### src/rtl/cmd_decoder_q_if.sv
// Request/response bus of cmd_decoder_q: one-hot request side in, decoded FIFO head out.
interface cmd_decoder_q_if #(
    parameter int unsigned ADDR_W = 32,
    parameter int unsigned COL_W  = 10,
    parameter int unsigned BANK_W = 3,
    parameter int unsigned ROW_W  = 14
);
    logic              in_valid;
    logic              in_ready;
    logic [ADDR_W-1:0] in_addr;
    logic              in_read;
    logic              in_write;
    logic              in_activate;
    logic              in_precharge;
    logic              in_refresh;

    logic              out_valid;
    logic              out_ready;
    logic [3:0]        out_cmd;
    logic [BANK_W-1:0] out_bank;
    logic [ROW_W-1:0]  out_row;
    logic [COL_W-1:0]  out_col;
    logic              out_err;

    modport master (
        output in_valid, in_addr, in_read, in_write, in_activate, in_precharge, in_refresh,
        output out_ready,
        input  in_ready,
        input  out_valid, out_cmd, out_bank, out_row, out_col, out_err
    );

    modport slave (
        input  in_valid, in_addr, in_read, in_write, in_activate, in_precharge, in_refresh,
        input  out_ready,
        output in_ready,
        output out_valid, out_cmd, out_bank, out_row, out_col, out_err
    );
endinterface

### src/rtl/cmd_decoder_q.sv
// One-hot memory request decoder feeding a first-word-fall-through FIFO.
// Define CMDDEC_PROTO_CHECK_EN to add per-bank open-row tracking and protocol error flagging.
module cmd_decoder_q #(
    parameter int unsigned ADDR_W = 32,
    parameter int unsigned COL_W  = 10,
    parameter int unsigned BANK_W = 3,
    parameter int unsigned ROW_W  = 14,
    parameter int unsigned DEPTH  = 4
) (
    input  logic                     sys_clk,
    input  logic                     sys_rst_n,
    cmd_decoder_q_if.slave           bus,
    output logic [15:0]              err_count,
    output logic [(1<<BANK_W)-1:0]   bank_open
);
    localparam int unsigned NB     = 1 << BANK_W;
    localparam int unsigned PTR_W  = $clog2(DEPTH);
    localparam int unsigned CNT_W  = PTR_W + 1;
    localparam int unsigned USED_W = COL_W + BANK_W + ROW_W;
    localparam int unsigned ENT_W  = 1 + 4 + BANK_W + ROW_W + COL_W;

    logic [4:0]        strb_c;
    logic [3:0]        cmd_c;
    logic              one_hot_c;
    logic              multi_c;
    logic              proto_err_c;
    logic              err_c;
    logic [COL_W-1:0]  col_c;
    logic [BANK_W-1:0] bank_c;
    logic [ROW_W-1:0]  row_c;
    logic [ENT_W-1:0]  entry_c;
    logic [ENT_W-1:0]  head_c;
    logic              push_c;
    logic              pop_c;

    logic [ENT_W-1:0]  mem_q [DEPTH];
    logic [PTR_W-1:0]  wr_ptr_q, wr_ptr_d;
    logic [PTR_W-1:0]  rd_ptr_q, rd_ptr_d;
    logic [CNT_W-1:0]  cnt_q, cnt_d;
    logic [15:0]       err_cnt_q, err_cnt_d;

    assign strb_c = {bus.in_refresh, bus.in_precharge, bus.in_activate, bus.in_write, bus.in_read};
    assign col_c  = bus.in_addr[COL_W-1:0];
    assign bank_c = bus.in_addr[COL_W +: BANK_W];
    assign row_c  = bus.in_addr[COL_W+BANK_W +: ROW_W];

    if (ADDR_W > USED_W) begin : g_unused_addr
        logic unused_addr_c;
        assign unused_addr_c = ^bus.in_addr[ADDR_W-1:USED_W];
    end

    // Strobe encoding; anything but exactly one strobe maps to the illegal code
    always_comb begin
        cmd_c = 4'd0;
        case (strb_c)
            5'b00001: cmd_c = 4'd1;
            5'b00010: cmd_c = 4'd2;
            5'b00100: cmd_c = 4'd3;
            5'b01000: cmd_c = 4'd4;
            5'b10000: cmd_c = 4'd5;
            default:  cmd_c = 4'd0;
        endcase
    end

    assign one_hot_c = (cmd_c != 4'd0);
    assign multi_c   = (strb_c != 5'd0) && !one_hot_c;
    assign err_c     = multi_c || (one_hot_c && proto_err_c);

    // in_ready looks only at registered occupancy, so a full FIFO refuses even when popping
    assign bus.in_ready = sys_rst_n && (cnt_q != CNT_W'(DEPTH));
    assign push_c       = bus.in_valid && bus.in_ready && (strb_c != 5'd0);
    assign pop_c        = bus.out_valid && bus.out_ready;

`ifdef CMDDEC_PROTO_CHECK_EN
    logic [NB-1:0]    open_q, open_d;
    logic [ROW_W-1:0] rows_q [NB];

    always_comb begin
        proto_err_c = 1'b0;
        case (cmd_c)
            4'd1, 4'd2: proto_err_c = !open_q[bank_c] || (rows_q[bank_c] != row_c);
            4'd3:       proto_err_c = open_q[bank_c];
            4'd4:       proto_err_c = !open_q[bank_c];
            4'd5:       proto_err_c = |open_q;
            default:    proto_err_c = 1'b0;
        endcase
    end

    always_comb begin
        open_d = open_q;
        if (push_c && cmd_c == 4'd3) open_d[bank_c] = 1'b1;
        if (push_c && cmd_c == 4'd4) open_d[bank_c] = 1'b0;
    end

    always_ff @(posedge sys_clk) begin
        if (!sys_rst_n) begin
            open_q <= '0;
            for (int i = 0; i < NB; i++) rows_q[i] <= '0;
        end else begin
            open_q <= open_d;
            if (push_c && cmd_c == 4'd3) rows_q[bank_c] <= row_c;
        end
    end

    assign bank_open = open_q;
`else
    assign proto_err_c = 1'b0;
    assign bank_open   = '0;
`endif

    assign entry_c = {err_c, cmd_c, bank_c, row_c, col_c};

    always_comb begin
        wr_ptr_d  = wr_ptr_q;
        rd_ptr_d  = rd_ptr_q;
        cnt_d     = cnt_q;
        err_cnt_d = err_cnt_q;
        if (push_c) wr_ptr_d = wr_ptr_q + PTR_W'(1);
        if (pop_c)  rd_ptr_d = rd_ptr_q + PTR_W'(1);
        if (push_c && !pop_c) cnt_d = cnt_q + CNT_W'(1);
        if (!push_c && pop_c) cnt_d = cnt_q - CNT_W'(1);
        if (push_c && err_c && err_cnt_q != 16'hFFFF) err_cnt_d = err_cnt_q + 16'd1;
    end

    always_ff @(posedge sys_clk) begin
        if (!sys_rst_n) begin
            wr_ptr_q  <= '0;
            rd_ptr_q  <= '0;
            cnt_q     <= '0;
            err_cnt_q <= '0;
        end else begin
            wr_ptr_q  <= wr_ptr_d;
            rd_ptr_q  <= rd_ptr_d;
            cnt_q     <= cnt_d;
            err_cnt_q <= err_cnt_d;
        end
    end

    // Storage needs no reset: an empty FIFO masks the head to zero
    always_ff @(posedge sys_clk) begin
        if (push_c) mem_q[wr_ptr_q] <= entry_c;
    end

    assign head_c        = (cnt_q != '0) ? mem_q[rd_ptr_q] : '0;
    assign bus.out_valid = (cnt_q != '0);
    assign bus.out_err   = head_c[ENT_W-1];
    assign bus.out_cmd   = head_c[ENT_W-2 -: 4];
    assign bus.out_bank  = head_c[COL_W+ROW_W +: BANK_W];
    assign bus.out_row   = head_c[COL_W +: ROW_W];
    assign bus.out_col   = head_c[COL_W-1:0];
    assign err_count     = err_cnt_q;
endmodule

### src/flat_wrapper.sv
// flat-port wrapper written by rule: the top's interface ports become plain ports
module cmd_decoder_q_flat 
#(
    parameter int unsigned ADDR_W = 32,
    parameter int unsigned COL_W  = 10,
    parameter int unsigned BANK_W = 3,
    parameter int unsigned ROW_W  = 14,
    parameter int unsigned DEPTH  = 4
)
  (sys_clk, sys_rst_n, err_count, bank_open, bus_in_valid, bus_in_addr, bus_in_read, bus_in_write, bus_in_activate, bus_in_precharge, bus_in_refresh, bus_out_ready, bus_in_ready, bus_out_valid, bus_out_cmd, bus_out_bank, bus_out_row, bus_out_col, bus_out_err);
  cmd_decoder_q_if #(.ADDR_W(ADDR_W), .COL_W(COL_W), .BANK_W(BANK_W), .ROW_W(ROW_W)) bus_i ();
  input  logic sys_clk;
  input  logic sys_rst_n;
  output logic [15:0] err_count;
  output logic [(1<<BANK_W)-1:0] bank_open;
  input wire logic [$bits(bus_i.in_valid)-1:0] bus_in_valid;
  input wire logic [$bits(bus_i.in_addr)-1:0] bus_in_addr;
  input wire logic [$bits(bus_i.in_read)-1:0] bus_in_read;
  input wire logic [$bits(bus_i.in_write)-1:0] bus_in_write;
  input wire logic [$bits(bus_i.in_activate)-1:0] bus_in_activate;
  input wire logic [$bits(bus_i.in_precharge)-1:0] bus_in_precharge;
  input wire logic [$bits(bus_i.in_refresh)-1:0] bus_in_refresh;
  input wire logic [$bits(bus_i.out_ready)-1:0] bus_out_ready;
  output wire logic [$bits(bus_i.in_ready)-1:0] bus_in_ready;
  output wire logic [$bits(bus_i.out_valid)-1:0] bus_out_valid;
  output wire logic [$bits(bus_i.out_cmd)-1:0] bus_out_cmd;
  output wire logic [$bits(bus_i.out_bank)-1:0] bus_out_bank;
  output wire logic [$bits(bus_i.out_row)-1:0] bus_out_row;
  output wire logic [$bits(bus_i.out_col)-1:0] bus_out_col;
  output wire logic [$bits(bus_i.out_err)-1:0] bus_out_err;
  assign bus_i.in_valid = bus_in_valid;
  assign bus_i.in_addr = bus_in_addr;
  assign bus_i.in_read = bus_in_read;
  assign bus_i.in_write = bus_in_write;
  assign bus_i.in_activate = bus_in_activate;
  assign bus_i.in_precharge = bus_in_precharge;
  assign bus_i.in_refresh = bus_in_refresh;
  assign bus_i.out_ready = bus_out_ready;
  assign bus_in_ready = bus_i.in_ready;
  assign bus_out_valid = bus_i.out_valid;
  assign bus_out_cmd = bus_i.out_cmd;
  assign bus_out_bank = bus_i.out_bank;
  assign bus_out_row = bus_i.out_row;
  assign bus_out_col = bus_i.out_col;
  assign bus_out_err = bus_i.out_err;
  cmd_decoder_q #(.ADDR_W(ADDR_W), .COL_W(COL_W), .BANK_W(BANK_W), .ROW_W(ROW_W), .DEPTH(DEPTH)) u_core (.sys_clk(sys_clk), .sys_rst_n(sys_rst_n), .bus(bus_i), .err_count(err_count), .bank_open(bank_open));
endmodule
### config.mk
export PLATFORM = sky130hd
export DESIGN_NAME = cmd_decoder_q_flat
export DESIGN_NICKNAME = d
export VERILOG_FILES = /design/src/rtl/cmd_decoder_q_if.sv /design/src/rtl/cmd_decoder_q.sv /design/src/flat_wrapper.sv
export SDC_FILE = /design/constraint.sdc
export NUM_CORES = 1
export LEC_CHECK = 0
export CAP_MARGIN = 15
export CORE_AREA = 2 2 109 111
export CTS_CLUSTER_SIZE = 12
export DETAILED_ROUTE_END_ITERATION = 8
export DIE_AREA = 0 0 111 113
export PLACE_DENSITY = 0.81
export REMOVE_ABC_BUFFERS = 1
export SYNTH_ARGS = -nofsm -noshare
export SYNTH_HDL_FRONTEND = slang
export SYNTH_SLANG_ARGS = --single-unit
### constraint.sdc
create_clock -name sys_clk -period 8.09 [get_ports sys_clk]
set_clock_uncertainty 0.2 [all_clocks]
set_input_delay 1.618 -clock sys_clk [delete_from_list [all_inputs] [get_ports sys_clk]]
set_output_delay 1.618 -clock sys_clk [all_outputs]
set_load 0.005 [all_outputs]
Word-level counts from Yosys, hierarchy flattened
Memories as Yosys holds them, arrays and structs flattened. A register that Yosys moved wholly into a read port is not among the register bits.
Cells that the tools add are included.
W data, S select, Z words.
{"block": "word_totals", "regBits": 23, "ramBits": 124, "inputBits": 41, "output_inout_bits": 58, "elab_cells": 41, "mem_count": 1}
{"memory": "u_core.mem_q", "depth": 4, "width": 31, "rd": 1, "rd_ports_with_merged_regs": 1, "wr": 1, "line_no": "cmd_decoder_q.sv:36", "text": "logic [ENT_W-1:0] mem_q [DEPTH];"}
{"block": "classes", "n_addsub": 5, "n_eq_ne": 7, "mux": 8, "n_reduce_logical": 16}
{"op": "$mux W32", "n": 1}
{"op": "$add A16 B1 Y16 const B", "n": 1}
{"op": "$ne A16 B16 Y1 const B", "n": 1}
{"op": "$pmux W3 S5", "n": 1}
{"op": "$logic_and A1 B1 Y1", "n": 9}
{"op": "$mux W3", "n": 2}
{"op": "$eq A5 B1 Y1 const B", "n": 1}
{"op": "$eq A5 B2 Y1 const B", "n": 1}
{"op": "$eq A5 B3 Y1 const B", "n": 1}
{"op": "$eq A5 B4 Y1 const B", "n": 1}
{"op": "$eq A5 B5 Y1 const B", "n": 1}
{"op": "$reduce_bool A5 Y1", "n": 1}
{"op": "$add A2 B1 Y2 const B", "n": 2}
{"op": "$mux W2", "n": 2}
{"op": "$reduce_bool A4 Y1", "n": 1}
{"op": "$add A3 B1 Y3 const B", "n": 1}
{"op": "$logic_not A1 Y1", "n": 3}
{"op": "$ne A3 B3 Y1 const B", "n": 1}
{"op": "$reduce_bool A3 Y1", "n": 1}
{"op": "$sub A3 B1 Y3 const B", "n": 1}
{"op": "$mux W1", "n": 2}
{"op": "$reduce_bool A2 Y1", "n": 1}

Depth between registers and ports, before layout
{"block": "depth", "depth_word": 7, "mapped_depth": 10, "mapped_depth_nobuf": 10}

Least setup slack after synthesis
No wires, ideal clock.
{"block": "synth_timing", "kind": "input-to-output", "start": "input sys_rst_n", "end": "output bus_in_ready", "arrival_ps": 2036, "required_ps": 6272, "path_slack_ps": 4236, "stages": 2, "n_path_buf": 1, "path_cell_list": "clkbuf_1 -> and2_1"}
{"block": "synth_via", "elab_chain_cells": 1}
{"item": "from (decl)", "line_no": "flat_wrapper.sv:13", "text": "input logic sys_rst_n;"}
{"item": "$logic_and A1 B1 Y1", "line_no": "cmd_decoder_q.sv:70", "text": "assign bus.in_ready = sys_rst_n && (cnt_q != CNT_W'(DEPTH));"}
{"item": "to (decl)", "line_no": "flat_wrapper.sv:24", "text": "output wire logic [$bits(bus_i.in_ready)-1:0] bus_in_ready;"}
No other way between the ends.

Final worst setup path
Ends and elaborated chain as after synthesis.

==> summary.md <==
| Metric | Value |
|---|---|
| Outcome | `finished, final reports clean` |
| Worst Setup End Kind | `primary output` |
| Hold Fails Final Rpt | `0` |
| Total Wirelength | `approximately 12000 µm` |
| Number of cells on the worst hold path | `2` |
| HPWL after detailed placement | `7196 µm` |
| Sinks on Clock Net | `between 100 and 150` |
| Buffers on Ports | `84` |
| RSZ-0062 raised after global routing | `false` |
| Core area | `~0.011 mm²` |
| Share of layout cells above drive strength 1 | `between 10% and 20%` |
| Setup ws final | `between 3000 and 4000 ps` |
| CTS tree | `yes` |
| Worst-case clock buffer depth | `2` |
| Yosys Warn Count | `0` |
| R2R cell count | `8` |
| Register area share after synthesis | `68.72%` |
| Reg2reg end | `u_core.cnt_q[2]$_SDFFE_PN0P_` |
| Die ar. | `between 0.01 and 0.015 mm²` |
| Pre-CTS WS | `~3200 ps` |
| Pwr/cell area | `283.2 mW/mm²` |
| Hold Path Origin | `u_core.err_count[7]$_SDFFE_PN0P_` |
| Chip Width | `111 µm` |
| CP Max Fanout | `13` |
| Critical path class | `in2out` |
| Layout Nets | `a little over 500` |
| Vias in the first global route | `~3.8k` |
| Critical Path RT | `between 6000 and 7000 ps` |
| H-tree levels | `4` |
| Clk_lat worst skew | `~400 ps` |
| Std-Cell Rows | `39` |
| GPL Wtd Cong | `~0.84` |
| Yosys cell types | `45` |
| Syn avg cell area | `16.66 µm²` |
| Ys async rst share | `0%` |
| CP max-delay cell | `clkdlybuf4s50_1` |
| Slew @ Worst Pin | `roughly 1000 ps` |
| First-pass GRT wire length | `about 20000 µm` |
| Global router's overall resource usage | `approximately 20%` |
| Achievable frequency | `205.5 MHz` |
| EDFF count, synth | `124` |
| Routed len/inst | `slightly below 20 µm` |
| Via count | `3475` |
| Fin crit share | `about three fifths` |
| Antenna-violating nets left | `0` |
| Pleak | `around 2.4 nW` |
| Iteration-0 DRC count of the detailed router | `192` |
| R2r startpoint | `u_core.cnt_q[0]$_SDFFE_PN0P_` |
| Post-cts sizing count | `0` |
| Setup repair bufs after CTS | `0` |
| WHS Endpoint | `u_core.err_count[7]$_SDFFE_PN0P_` |
| # setup viols final | `0` |
| Area Growth Syn to Fin | `24.22%` |
| Crit path top cell by count | `clkdlybuf4s50_1` |
| CP Cell Sequence | `clkdlybuf4s50_1, and2_1, clkdlybuf4s50_1` |
| Max stage delay on crit path | `around 740 ps` |
| Mean number of vias per cell | `around 5.7` |
| Worst Hold Class | `reg2reg` |
| Clock root buffer | `clkbuf_16` |
| Maxcap violations | `0` |
| Post-route minimum period | `between 4000 and 5000 ps` |
| Antenna cells | `0` |
| Setup TNS | `0 ps` |
| Slew HR | `between 30% and 40%` |
| Initial antenna violation count | `0` |
| DRC violations left | `0` |
| Total grt overflow | `0` |
| Critical path arrival | `between 3000 and 4000 ps` |
| Hold_buf cts | `0` |
| Primary FF master, synth | `edfxtp_1` |
| Delay-heaviest family, CP | `buffers and inverters` |
| Post-synthesis cell count | `369` |
| Post-Synthesis Cell Area | `0.006147 mm²` |
| Largest net degree at the start of global routing | `34` |
| Worst Path Buf+Inv | `2` |
| Num ports | `99` |
| Max rail drop VDD | `~0.00017 V` |
| DIE HEIGHT | `~110 µm` |
| Crit start category | `input pin` |
| Count of pins over their slew limit | `0` |
| Clock transition at path regs | `about 60 ps` |
| DRT Pass-1 Iters | `4` |
| R2r setup slk | `around 5000 ps` |
| Number of buffers created by CTS | `17` |
| #FFs+latches synth | `about 150` |
| Starting density of the core | `between 50 and 60%` |
==> registers in the layout (all words and copies together) (netlist names), named ones only <==
| register | cells |
|---|---|
| u_core.mem_q | 124 |
| u_core.err_count | 16 |
| u_core.cnt_q | 3 |
| u_core.rd_ptr_q | 2 |
| u_core.wr_ptr_q | 2 |
==> cell type report <==
cell class / count / area, µm²
sequential: 149 / 4225
inverter: 11 / 43.79
clock buffer: 20 / 436.7
fill: 759 / 3636
tap: 143 / 178.9
clock inverter: 11 / 103.9
multi-input combinational: 195 / 1792
timing repair buffer: 86 / 855.8
==> kinds of logic (layout without fill, tap and decap cells) <==
kind of cell / after synthesis / after routing / share of synthesized area, %
AO/OA/AOI/OAI: 25 / 25 / 3.012
XOR/XNOR: 12 / 12 / 1.710
adder cells (fa/ha/maj): 8 / 8 / 1.730
buffers and inverters: 33 / 128 / 2.707
flip-flops: 149 / 149 / 68.72
multiplexers: 35 / 35 / 12.01
other: 1 / 9 / 0.06100
AND/OR/NAND/NOR: 106 / 106 / 10.05
==> layout by cell type (no fill, tap or decap), types with 7 or more instances in the layout <==
cell             instances
clkdlybuf4s50_1         84
a21oi_1                  7
conb_1                   9
xnor2_1                  7
and2_1                  34
clkbuf_16               17
nand4_1                  7
inv_1                    9
nand2_1                 15
nor2_1                  14
dfxtp_1                 24
mux4_2                  31
edfxtp_1               124
==> worst max-delay path by stage <==
| stage | slack [ps] | startpoint | cells past startpoint | to |
|---|---|---|---|---|
| after floorplan | 4060 | flop | 2 | bus_out_bank[0] |
| after global placement | 3230 | sys_rst_n | 3 | bus_in_ready |
| after detailed placement | 3200 | sys_rst_n | 3 | bus_in_ready |
| after CTS | 3200 | sys_rst_n | 3 | bus_in_ready |
| after global routing | 3140 | sys_rst_n | 3 | bus_in_ready |
| final | 3220 | sys_rst_n | 3 | bus_in_ready |
==> layer usage <==
| metal | GRT usage (%) | vias up | wire, µm |
|---|---|---|---|
| met5 | 0 | - | 0 |
| met4 | 5.417 | 0 | 137 |
| met3 | 6.695 | 14 | 925 |
| met2 | 34.07 | 144 | 5954 |
| met1 | 26.11 | 1735 | 5007 |
| li1 | - | 1582 | - |
==> Yosys cell counts (2+ instances only) <==
| cell | count | area share (%) |
|---|---|---|
| nand3_1 | 6 | 0.49 |
| mux2i_1 | 4 | 0.65 |
| clkbuf_1 | 7 | 0.43 |
| buf_2 | 5 | 0.41 |
| nand2b_1 | 2 | 0.20 |
| nor4b_1 | 2 | 0.29 |
| a21oi_1 | 7 | 0.57 |
| nand2_1 | 15 | 0.92 |
| or3_1 | 2 | 0.20 |
| a21o_1 | 2 | 0.24 |
| nor4_2 | 2 | 0.41 |
| or4_1 | 2 | 0.24 |
| mux4_2 | 31 | 11 |
| o31ai_1 | 3 | 0.37 |
| and4_1 | 2 | 0.29 |
| xor2_1 | 5 | 0.71 |
| edfxtp_1 | 124 | 61 |
| nor3_1 | 6 | 0.49 |
| nor4_1 | 4 | 0.41 |
| nor2_1 | 14 | 0.85 |
| inv_1 | 9 | 0.55 |
| ha_1 | 6 | 1.2 |
| o21ai_0 | 4 | 0.33 |
| dfxtp_1 | 25 | 8.1 |
| o21a_1 | 3 | 0.37 |
| and2_1 | 38 | 3.9 |
| nand4_1 | 7 | 0.71 |
| xnor2_1 | 7 | 1.0 |
| buf_4 | 9 | 1.1 |
==> where the power goes <==
group | internal, mW | switching, mW | total (mW) | leakage, nW
Combinational | 0.319 | 0.224 | 0.543 | 0.861
Clock | 0.422 | 0.298 | 0.720 | 0.249
Sequential | 0.874 | 0.0254 | 0.900 | 1.33
==> worst register-to-register path: cells and delay by family (launching register included) <==
family / cells / cell delay (ps)
xor gates and xnor gates: 1 / 160
and+or+nand+nor: 3 / 1430
AOI/OAI and AO/OA: 1 / 140
DFF: 1 / 370
buffers and inverters: 1 / 70
adders and majority gates: 2 / 600
==> stage by stage <==
step           cell area, µm²  std cells  power (mW)  util [%]  hold slack (ps)
6_report                 7636        615       2.163     67.74            305.5
4_1_cts                  7636        615       2.188     67.74            304.8
3_3_place_gp             7096        584       1.453     62.95            275.8
3_5_place_dp             7096        584       1.465     62.95            293.9
5_1_grt                  7636        615       2.256     67.74            317.1
2_1_floorplan            6055        355       1.188         -            262.2
(Power assumes the default switching activity.)
